**src/rtl/audio_pkg.sv**
```systemverilog
// Shared constants and types for the mono PDM audio output path.
package audio_pkg;

    localparam int unsigned AUDIO_DATA_W = 16;
    localparam int unsigned PDM_CLK_DIV  = 100;

    typedef enum logic {
        IDLE,
        SHIFT
    } pdm_state_e;

    // Counter width for a terminal count of n-1, never narrower than one bit.
    function automatic int unsigned cnt_width(input int unsigned n);
        return (n > 1) ? $clog2(n) : 1;
    endfunction

endpackage

```
**src/rtl/pdm_bit_tick.sv**
```systemverilog
// Clock-enable generator: one-cycle tick every CLK_DIV clocks, held at zero while cleared.
module pdm_bit_tick
    import audio_pkg::*;
#(
    parameter int unsigned CLK_DIV = PDM_CLK_DIV
) (
    input  logic clock_i,
    input  logic reset_n_i,
    input  logic clear_i,
    output logic tick_o
);

    localparam int unsigned CNT_W = cnt_width(CLK_DIV);
    localparam logic [CNT_W-1:0] LAST_CNT = CNT_W'(CLK_DIV - 1);

    logic [CNT_W-1:0] div_cnt_q, div_cnt_d;

    always_comb begin
        div_cnt_d = div_cnt_q;
        if (clear_i || div_cnt_q == LAST_CNT) begin
            div_cnt_d = '0;
        end else begin
            div_cnt_d = div_cnt_q + 1'b1;
        end
    end

    assign tick_o = !clear_i && (div_cnt_q == LAST_CNT);

    always_ff @(posedge clock_i or negedge reset_n_i) begin
        if (!reset_n_i) begin
            div_cnt_q <= '0;
        end else begin
            div_cnt_q <= div_cnt_d;
        end
    end

endmodule

```
**src/rtl/pdm_serializer.sv**
```systemverilog
// Serializes parallel audio words MSB first onto the PDM pin, one bit per CLK_DIV clocks,
// reloading back-to-back and pulsing done_o as each frame completes.
module pdm_serializer
    import audio_pkg::*;
#(
    parameter int unsigned DATA_W  = AUDIO_DATA_W,
    parameter int unsigned CLK_DIV = PDM_CLK_DIV
) (
    input  logic              clock_i,
    input  logic              reset_n_i,
    input  logic              enable_i,
    input  logic [DATA_W-1:0] data_i,
    output logic              done_o,
    output logic              pdm_audio_o,
    output logic              pdm_sdaudio_o
);

    localparam int unsigned BIT_W = cnt_width(DATA_W);
    localparam logic [BIT_W-1:0] LAST_BIT = BIT_W'(DATA_W - 1);

    pdm_state_e        state_q, state_d;
    logic [DATA_W-1:0] shreg_q, shreg_d;
    logic [BIT_W-1:0]  bit_cnt_q, bit_cnt_d;
    logic              done_q, done_d;
    logic              tick;
    logic              tick_clear;

    // Dropping enable clears the divider on the same edge the FSM returns to IDLE.
    assign tick_clear = (state_q == IDLE) || !enable_i;

    pdm_bit_tick #(
        .CLK_DIV (CLK_DIV)
    ) u_bit_tick (
        .clock_i   (clock_i),
        .reset_n_i (reset_n_i),
        .clear_i   (tick_clear),
        .tick_o    (tick)
    );

    always_comb begin
        state_d   = state_q;
        shreg_d   = shreg_q;
        bit_cnt_d = bit_cnt_q;
        done_d    = 1'b0;
        unique case (state_q)
            IDLE: begin
                if (enable_i) begin
                    state_d   = SHIFT;
                    shreg_d   = data_i;
                    bit_cnt_d = '0;
                end
            end
            SHIFT: begin
                if (!enable_i) begin
                    state_d   = IDLE;
                    shreg_d   = '0;
                    bit_cnt_d = '0;
                end else if (tick) begin
                    if (bit_cnt_q == LAST_BIT) begin
                        shreg_d   = data_i;
                        bit_cnt_d = '0;
                        done_d    = 1'b1;
                    end else begin
                        shreg_d   = shreg_q << 1;
                        bit_cnt_d = bit_cnt_q + 1'b1;
                    end
                end
            end
        endcase
    end

    always_ff @(posedge clock_i or negedge reset_n_i) begin
        if (!reset_n_i) begin
            state_q   <= IDLE;
            shreg_q   <= '0;
            bit_cnt_q <= '0;
            done_q    <= 1'b0;
        end else begin
            state_q   <= state_d;
            shreg_q   <= shreg_d;
            bit_cnt_q <= bit_cnt_d;
            done_q    <= done_d;
        end
    end

    assign done_o        = done_q;
    assign pdm_audio_o   = (state_q == SHIFT) && shreg_q[DATA_W-1];
    assign pdm_sdaudio_o = (state_q == SHIFT);

endmodule

```
**config.mk**
```make
export PLATFORM = sky130hd
export DESIGN_NAME = pdm_serializer
export DESIGN_NICKNAME = d
export VERILOG_FILES = /design/src/rtl/audio_pkg.sv /design/src/rtl/pdm_bit_tick.sv /design/src/rtl/pdm_serializer.sv
export SDC_FILE = /design/constraint.sdc
export NUM_CORES = 1
export LEC_CHECK = 0
export BUFFER_PORTS_ARGS = -buffer_cell sky130_fd_sc_hd__buf_2
export CAP_MARGIN = 5
export CORE_UTILIZATION = 25
export DETAILED_ROUTE_END_ITERATION = 12
export SYNTH_ARGS = -nofsm -noshare
export SYNTH_HDL_FRONTEND = slang
export SYNTH_SLANG_ARGS = --single-unit
```
**constraint.sdc**
```tcl
create_clock -name clock_i -period 1.46 [get_ports clock_i]
set_input_delay 0.219 -clock clock_i [delete_from_list [all_inputs] [get_ports clock_i]]
set_output_delay 0.219 -clock clock_i [all_outputs]
set_load 0.02 [all_outputs]
```
==> results of run 1 <==
[state kept, by name, indices dropped and copies added (netlist names)]
signal / cells
done_o: 1
u_bit_tick.div_cnt_q: 7
shreg_q: 16
bit_cnt_q: 4
pdm_sdaudio_o: 1
[per-layer routing]
metal | GRT usage [%] | vias up
met2 | 20.1 | 38
met4 | 6.61 | 0
li1 | - | 692
met1 | 20.3 | 691
met5 | 0 | -
met3 | 5.68 | 8
[worst register-to-register path: cells and delay by family, from the launching register on]
family                     cells  cell delay [ns]
AOI/OAI and AO/OA              3             0.42
adders and majority gates      1             0.21
buffers and inverters          2             0.27
DFF                            1             0.38
and+or+nand+nor                1             0.10
[what timing repair did]
item                                    CTS  global route
gates resized for setup                  23            15
setup buffers                             8             1
endpoints found under the setup margin   18            27
hold buffers                              1             0
pin swaps                                23            20
gates cloned                              1             0
endpoints found under the hold margin    29             0
[power by group through the flow]
| stage | combinational (mW) | clock (mW) | sequential, mW |
|---|---|---|---|
| 2_1_floorplan | 0.149 | 0 | 0.923 |
| 3_3_place_gp | 0.239 | 0 | 0.933 |
| 3_5_place_dp | 0.244 | 0 | 0.935 |
| 4_1_cts | 0.294 | 0.709 | 0.930 |
| 5_1_grt | 0.354 | 0.759 | 0.950 |
| 6_report | 0.320 | 0.698 | 0.941 |
[per-stage QoR]
step	instance area (um2)	cells	hold WS (ns)
6_report	2280	285	0.212
5_1_grt	2280	285	0.215
4_1_cts	2190	284	0.211
3_5_place_dp	1880	267	0.298
3_3_place_gp	1880	267	0.295
2_1_floorplan	1550	158	-0.0766
[worst paths after layout]
path                                                          end  slack [ns]
worst max-delay path                      shreg_q[13]$_DFFE_PN0P_       -0.04
max in group asynchronous                 pdm_sdaudio_o$_DFF_PN0_        0.47
worst max register to register            shreg_q[13]$_DFFE_PN0P_       -0.04
min in group asynchronous       u_bit_tick.div_cnt_q[0]$_DFF_PN0_        0.51
worst min-delay path                      shreg_q[11]$_DFFE_PN0P_        0.21
worst min register to register             shreg_q[9]$_DFFE_PN0P_        0.54
[cell usage in the layout, fill, tap and decap left out, types with 3 or more instances in the layout]
cell,count
and2_1,3
nand2_1,19
nor2_1,7
clkbuf_8,6
a21oi_1,16
buf_2,21
dfrtp_1,28
a221oi_4,3
nand3_1,5
a221oi_2,12
xor2_1,4
buf_4,23
buf_12,4
o21ai_0,4
o21ai_1,16
buf_6,3
[cell type report]
class	instances	area (um2)	share of cell area, %
Tap cell	75	93.8	4.11
Multi-Input combinational cell	120	967	42.4
Inverter	2	7.51	0.329
Sequential cell	29	727	31.8
Clock buffer	7	86.3	3.78
Timing Repair Buffer	52	402	17.6
[logic make-up after synthesis]
kind of cell    after synthesis  synth area share, %
compound gates               58                 25.0
flops                        29                 47.6
buf+inv                      10                 3.53
simple gates                 51                 17.5
mux                           2                 1.31
xor+xnor                      6                 3.45
fa+ha+maj                     2                 1.64
==> impl_metrics.toml, run 1 <==
[detailed_routing]
top_layer = "met4"
postRouteAntennaNets = 0
drt_wl_total_um = 4180
vias_per_cell = 5.01
wl_met2_um = 1830
dr.pass1.iters = 4
initialDrtViolationCount = 141
wl_per_cell_um = 14.7
wl_met3_um = 229
wl_met1_um = 2020
vias = 1429
drc = 0

[clock_tree]
cts-htree-levels = 2
clock_sinks = 29
cts_tree = "yes"
cts_buffer_depth = 2
clkTransAtPathRegs_ns = 0.06
cts_made_buffers = 5
root_buffer = "clkbuf_8"
insertion_delay_ns = 0.29

[worst_setup_path]
reg2regPathDepth = 7
crit_path_frequent_cell = "buf_6"
max_stage_delay_ns = 0.38
cp_max_fo = 3
path_cells = "ha_2, buf_6, nand3_4, o21ai_4, buf_6, a221oi_4, o21ai_1"
cp.required_ns = 1.64
cp_num_cells = 7
critPathKind = "reg -> reg"
end_kind = "flip-flop"
worstSetupStartpointType = "flip-flop"
crit_family = "compound AO/OA/AOI/OAI gates"
r2r-start = "bit_cnt_q[0]$_DFFE_PN0P_"
cp_slowest_cell = "dfrtp_1"
critPathBufInv = 2
crit_path_start = "bit_cnt_q[0]$_DFFE_PN0P_"
arrival_ns = 1.68

[cells_and_area]
syn_to_final_growth_pct = 49.8
fillCellCount = 591
drive_above_1_share_pct = 42.4
fin_util_pct = 38.8
nNetsFinal = 231
diodes = 0

[floorplanning]
die_x_um = 80.1
pin_count = 22
rows = 28
initial_core_util_pct = 25.9
coreArea_um2 = 5890
die_height_um = 80.1
die_area_um2 = 6410

[pwr]
switching_share_pct = 28.8
seqPwrFrac_pct = 48.0
p_leak_nw = 0.963
p_comb_share_pct = 16.3
pwr_density_cell_nw_per_um2 = 858
power.total_mw = 1.96
irDropWorstVdd_uv = 342
p_int_mw = 1.39
clkPwrFrac_pct = 35.6
power.switching_uw = 565

[global_route]
grt_pass1_vias = 1406
overflow = 0
antenna_found_initial = 0
grt_pass1_wl_um = 7000
grt_max_degree = 30
grt.total_usage_pct = 14.8

[worst_hold_path]
min_path_type = "in -> reg"
hold_start = "data_i[11]"
min_path_cells = 3

[timing]
tns_ns = -0.205
timing.fmax_ghz = 0.667
finalHoldViolations = 0
worst_slew_pin_slew_ns = 0.691
post-route-period-util_pct = 103
slew_violations = 0
setup_viol = 8
rsz0062_at_grt = "true"
finalClockSkew_ns = 0.00428
post-route-min-period_ns = 1.50
max_slew_margin_pct = 54.0
setup_slack_ns = -0.0384

[yosys]
seq_area_frac_synth_pct = 47.6
ys_top_cells_by_area = "dfrtp_1, a221oi_1, a21oi_1"
ys_async_sr_fraction_pct = 100
syn-mean-instance-area_um2 = 9.65
ys_warn_count = 0
synth_most_common_cell = "dfrtp_1"
synth.distinct_cells = 35
yosysTopAreaCellShare_pct = 47.6
yosys.area.top_type = "dfrtp_1"
syn-num-nets = 179
synthesis.area_um2 = 1520
ys_ff_latch = 29
syn_inst = 158
synth_common_cells = "dfrtp_1, nand2_1, a21oi_1, a221oi_1, o21ai_1"
synth_edf_count = 0
synth-main-ff-cell = "dfrtp_1"

[status]
status = "finished, violations left"
violations = "negative setup slack"

[placed_design]
post-place-ws_ns = -0.284
gp_congestion = 0.794
port_buffers = 21
hpwl_um = 2550

[job]
drv_cap = 0
Note: power is estimated with default switching activity, not from simulation.
==> run 2: changes to the inputs <==
--- a/config.mk
+++ b/config.mk
@@ -7,8 +7,11 @@
 export LEC_CHECK = 0
 export BUFFER_PORTS_ARGS = -buffer_cell sky130_fd_sc_hd__buf_2
 export CAP_MARGIN = 5
-export CORE_UTILIZATION = 25
+export CORE_ASPECT_RATIO = 2
+export CORE_UTILIZATION = 50
 export DETAILED_ROUTE_END_ITERATION = 12
+export PLACE_DENSITY = 0.74
+export REMOVE_ABC_BUFFERS = 1
 export SYNTH_ARGS = -nofsm -noshare
 export SYNTH_HDL_FRONTEND = slang
 export SYNTH_SLANG_ARGS = --single-unit
==> run 2 against run 1 <==
Compared with the run above: the run still ends with negative setup slack left; total power shrank 3.5%; die area shrank 49%; clock skew rose by 0.0036 ns; clock power is 10% lower; combinational power increased by 2%; via count is 5.7% higher; cell area decreased by 3.5%; wire length increased by 5.2%; critical path type unchanged; highest routed layer unchanged.
==> impl_metrics.toml, run 2 (synthesis gave the netlist of run 1 again) <==
[placed_design]
dp_cells = 223
gp_congestion = 0.899
port_buffers = 21
hpwl_um = 2860

[global_route]
overflow = 0
antenna_found_initial = 0
grt_pass1_vias = 1512
grt_max_degree = 30
grt_pass1_wl_um = 6700
grt.total_usage_pct = 30.2

[clock_tree]
cts_made_buffers = 5
cts_buffer_depth = 2
clock_sinks = 29
cts_tree = "yes"
root_buffer = "clkbuf_8"
cts-htree-levels = 2
clkTransAtPathRegs_ns = 0.06
insertion_delay_ns = 0.28

[worst_setup_path]
cp.required_ns = 1.63
arrival_ns = 1.71
r2r-start = "bit_cnt_q[1]$_DFFE_PN0P_"
rr_endpoint = "shreg_q[11]$_DFFE_PN0P_"
reg2regPathDepth = 7
cp_max_fo = 7
rrSetupSlack_ns = -0.08
end_kind = "flip-flop"
max_stage_delay_ns = 0.40
worstSetupStartpointType = "flip-flop"
crit_family = "compound AO/OA/AOI/OAI gates"
cp_slowest_cell = "dfrtp_1"
critPathKind = "reg -> reg"
critPathBufInv = 2
path_cells = "ha_2, buf_6, nand3_4, o21ai_4, clkbuf_16, a221oi_2, o21ai_1"

[timing]
finalClockSkew_ns = 0.00786
setup_slack_ns = -0.0805
max_slew_margin_pct = 56.8
rsz0062_at_grt = "true"
setup_viol = 18
timing.fmax_ghz = 0.649
post-route-period-util_pct = 106
worst_slew_pin_slew_ns = 0.648
post-route-min-period_ns = 1.54
hold_slack_ns = 0.216
slew_violations = 0
finalHoldViolations = 0

[cells_and_area]
nNetsFinal = 230
drive_above_1_share_pct = 42.4
fin_cells = 240
top_register = "shreg_q"
layout_common_cells = "dfrtp_1, buf_4, buf_2"
diodes = 0
final_common_cell = "dfrtp_1"
syn_to_final_growth_pct = 44.7
reg_top3 = "shreg_q: 16 flops, u_bit_tick.div_cnt_q: 7 flops, bit_cnt_q: 4 flops"
largest_reg_flops = 16

[pwr]
clkPwrFrac_pct = 33.1
pwr_density_cell_nw_per_um2 = 857
irDropWorstVdd_uv = 819
seqPwrFrac_pct = 49.7
p_int_mw = 1.35
p_leak_nw = 0.963
power.switching_uw = 541
p_comb_share_pct = 17.2
switching_share_pct = 28.6

[floorplanning]
die_area_um2 = 3290
initial_core_util_pct = 51.8
pin_count = 22
coreArea_um2 = 2940
die_height_um = 80.1
rows = 28
die_x_um = 41.0

[status]
status = "finished, violations left"
violations = "negative setup slack"

[detailed_routing]
postRouteAntennaNets = 0
vias_per_cell = 6.29
vias = 1510
drt_wl_total_um = 4400
drc = 0
wl_per_cell_um = 18.3
dr.pass1.iters = 4
initialDrtViolationCount = 52

[worst_hold_path]
whs_endpoint = "shreg_q[7]$_DFFE_PN0P_"
hold_start = "data_i[7]"
min_path_cells = 3
min_path_type = "in -> reg"

[job]
drv_cap = 0
run 2: changes by cell type in the layout (fill, tap and decap cells not counted), moves of 2 or more:
cell	change
a221oi_2	+2
a221oi_4	-2
buf_6	-2
clkinv_2	+2
o21ai_0	-3
o21ai_1	+2
run 2: worst max-delay path by stage:
stage                        startpoint                 endpoint  slack [ns]  cells after the start
2_1_floorplan   pdm_sdaudio_o$_DFF_PN0_   shreg_q[3]$_DFFE_PN0P_       -0.32                      4
3_3_place_gp   bit_cnt_q[0]$_DFFE_PN0P_   shreg_q[3]$_DFFE_PN0P_       -0.45                      5
4_1_cts        bit_cnt_q[1]$_DFFE_PN0P_  shreg_q[15]$_DFFE_PN0P_       -0.06                      7
5_1_grt        bit_cnt_q[0]$_DFFE_PN0P_  shreg_q[11]$_DFFE_PN0P_       -0.12                      7
6_report       bit_cnt_q[1]$_DFFE_PN0P_  shreg_q[11]$_DFFE_PN0P_       -0.08                      7
3_5_place_dp   bit_cnt_q[0]$_DFFE_PN0P_   shreg_q[7]$_DFFE_PN0P_       -0.56                      5
run 2: per-layer routing:
layer	GRT usage (%)	wire, um	part of all wire [%]
met3	8.84	151	3.4
met2	51.2	2540	58
met5	0	0	0
met1	28.1	1510	34
met4	19.7	197	4.5
run 2: worst min-delay path, delay by kind of cell:
kind	cells	cell delay, ns
AOI/OAI and AO/OA	2	0.15
buffers and inverters	1	0.09
run 2: final cells by class:
type / instances / area (um2)
multi-input cells: 119 / 940
fillers: 203 / 738
flip-flops and latches: 29 / 726
repair buffers: 52 / 412
well taps: 30 / 37.5
clock buffers: 6 / 72.6
clock inverters: 2 / 10.0
inverters: 2 / 7.51
run 2: what timing repair did:
action,4_1_cts,5_1_grt
setup endpoints to repair,18,25
gates resized for setup,33,10
pin swaps,36,4
hold endpoints to repair,29,0
gates cloned,1,0
buffers inserted,3,4
hold buffers,1,0
run 2: power by group through the flow:
| stage | combinational [mW] | clock [mW] | sequential [mW] |
|---|---|---|---|
| global placement | 0.237 | 0 | 0.929 |
| detailed placement | 0.252 | 0 | 0.936 |
| floorplan | 0.130 | 0 | 0.923 |
| global route | 0.354 | 0.693 | 0.946 |
| finish | 0.325 | 0.627 | 0.939 |
| CTS | 0.311 | 0.639 | 0.934 |
run 2: through the flow:
stage	setup TNS (ns)	total power [mW]	setup WS [ns]	util, %	area [um2]
floorplan	-4.63	1.05	-0.316	-	1480
global placement	-5.88	1.17	-0.446	61.9	1820
detailed placement	-8.02	1.19	-0.556	61.9	1820
CTS	-0.537	1.88	-0.0578	72.8	2140
global route	-1.99	1.99	-0.123	74.9	2200
finish	-0.908	1.89	-0.0805	74.9	2200
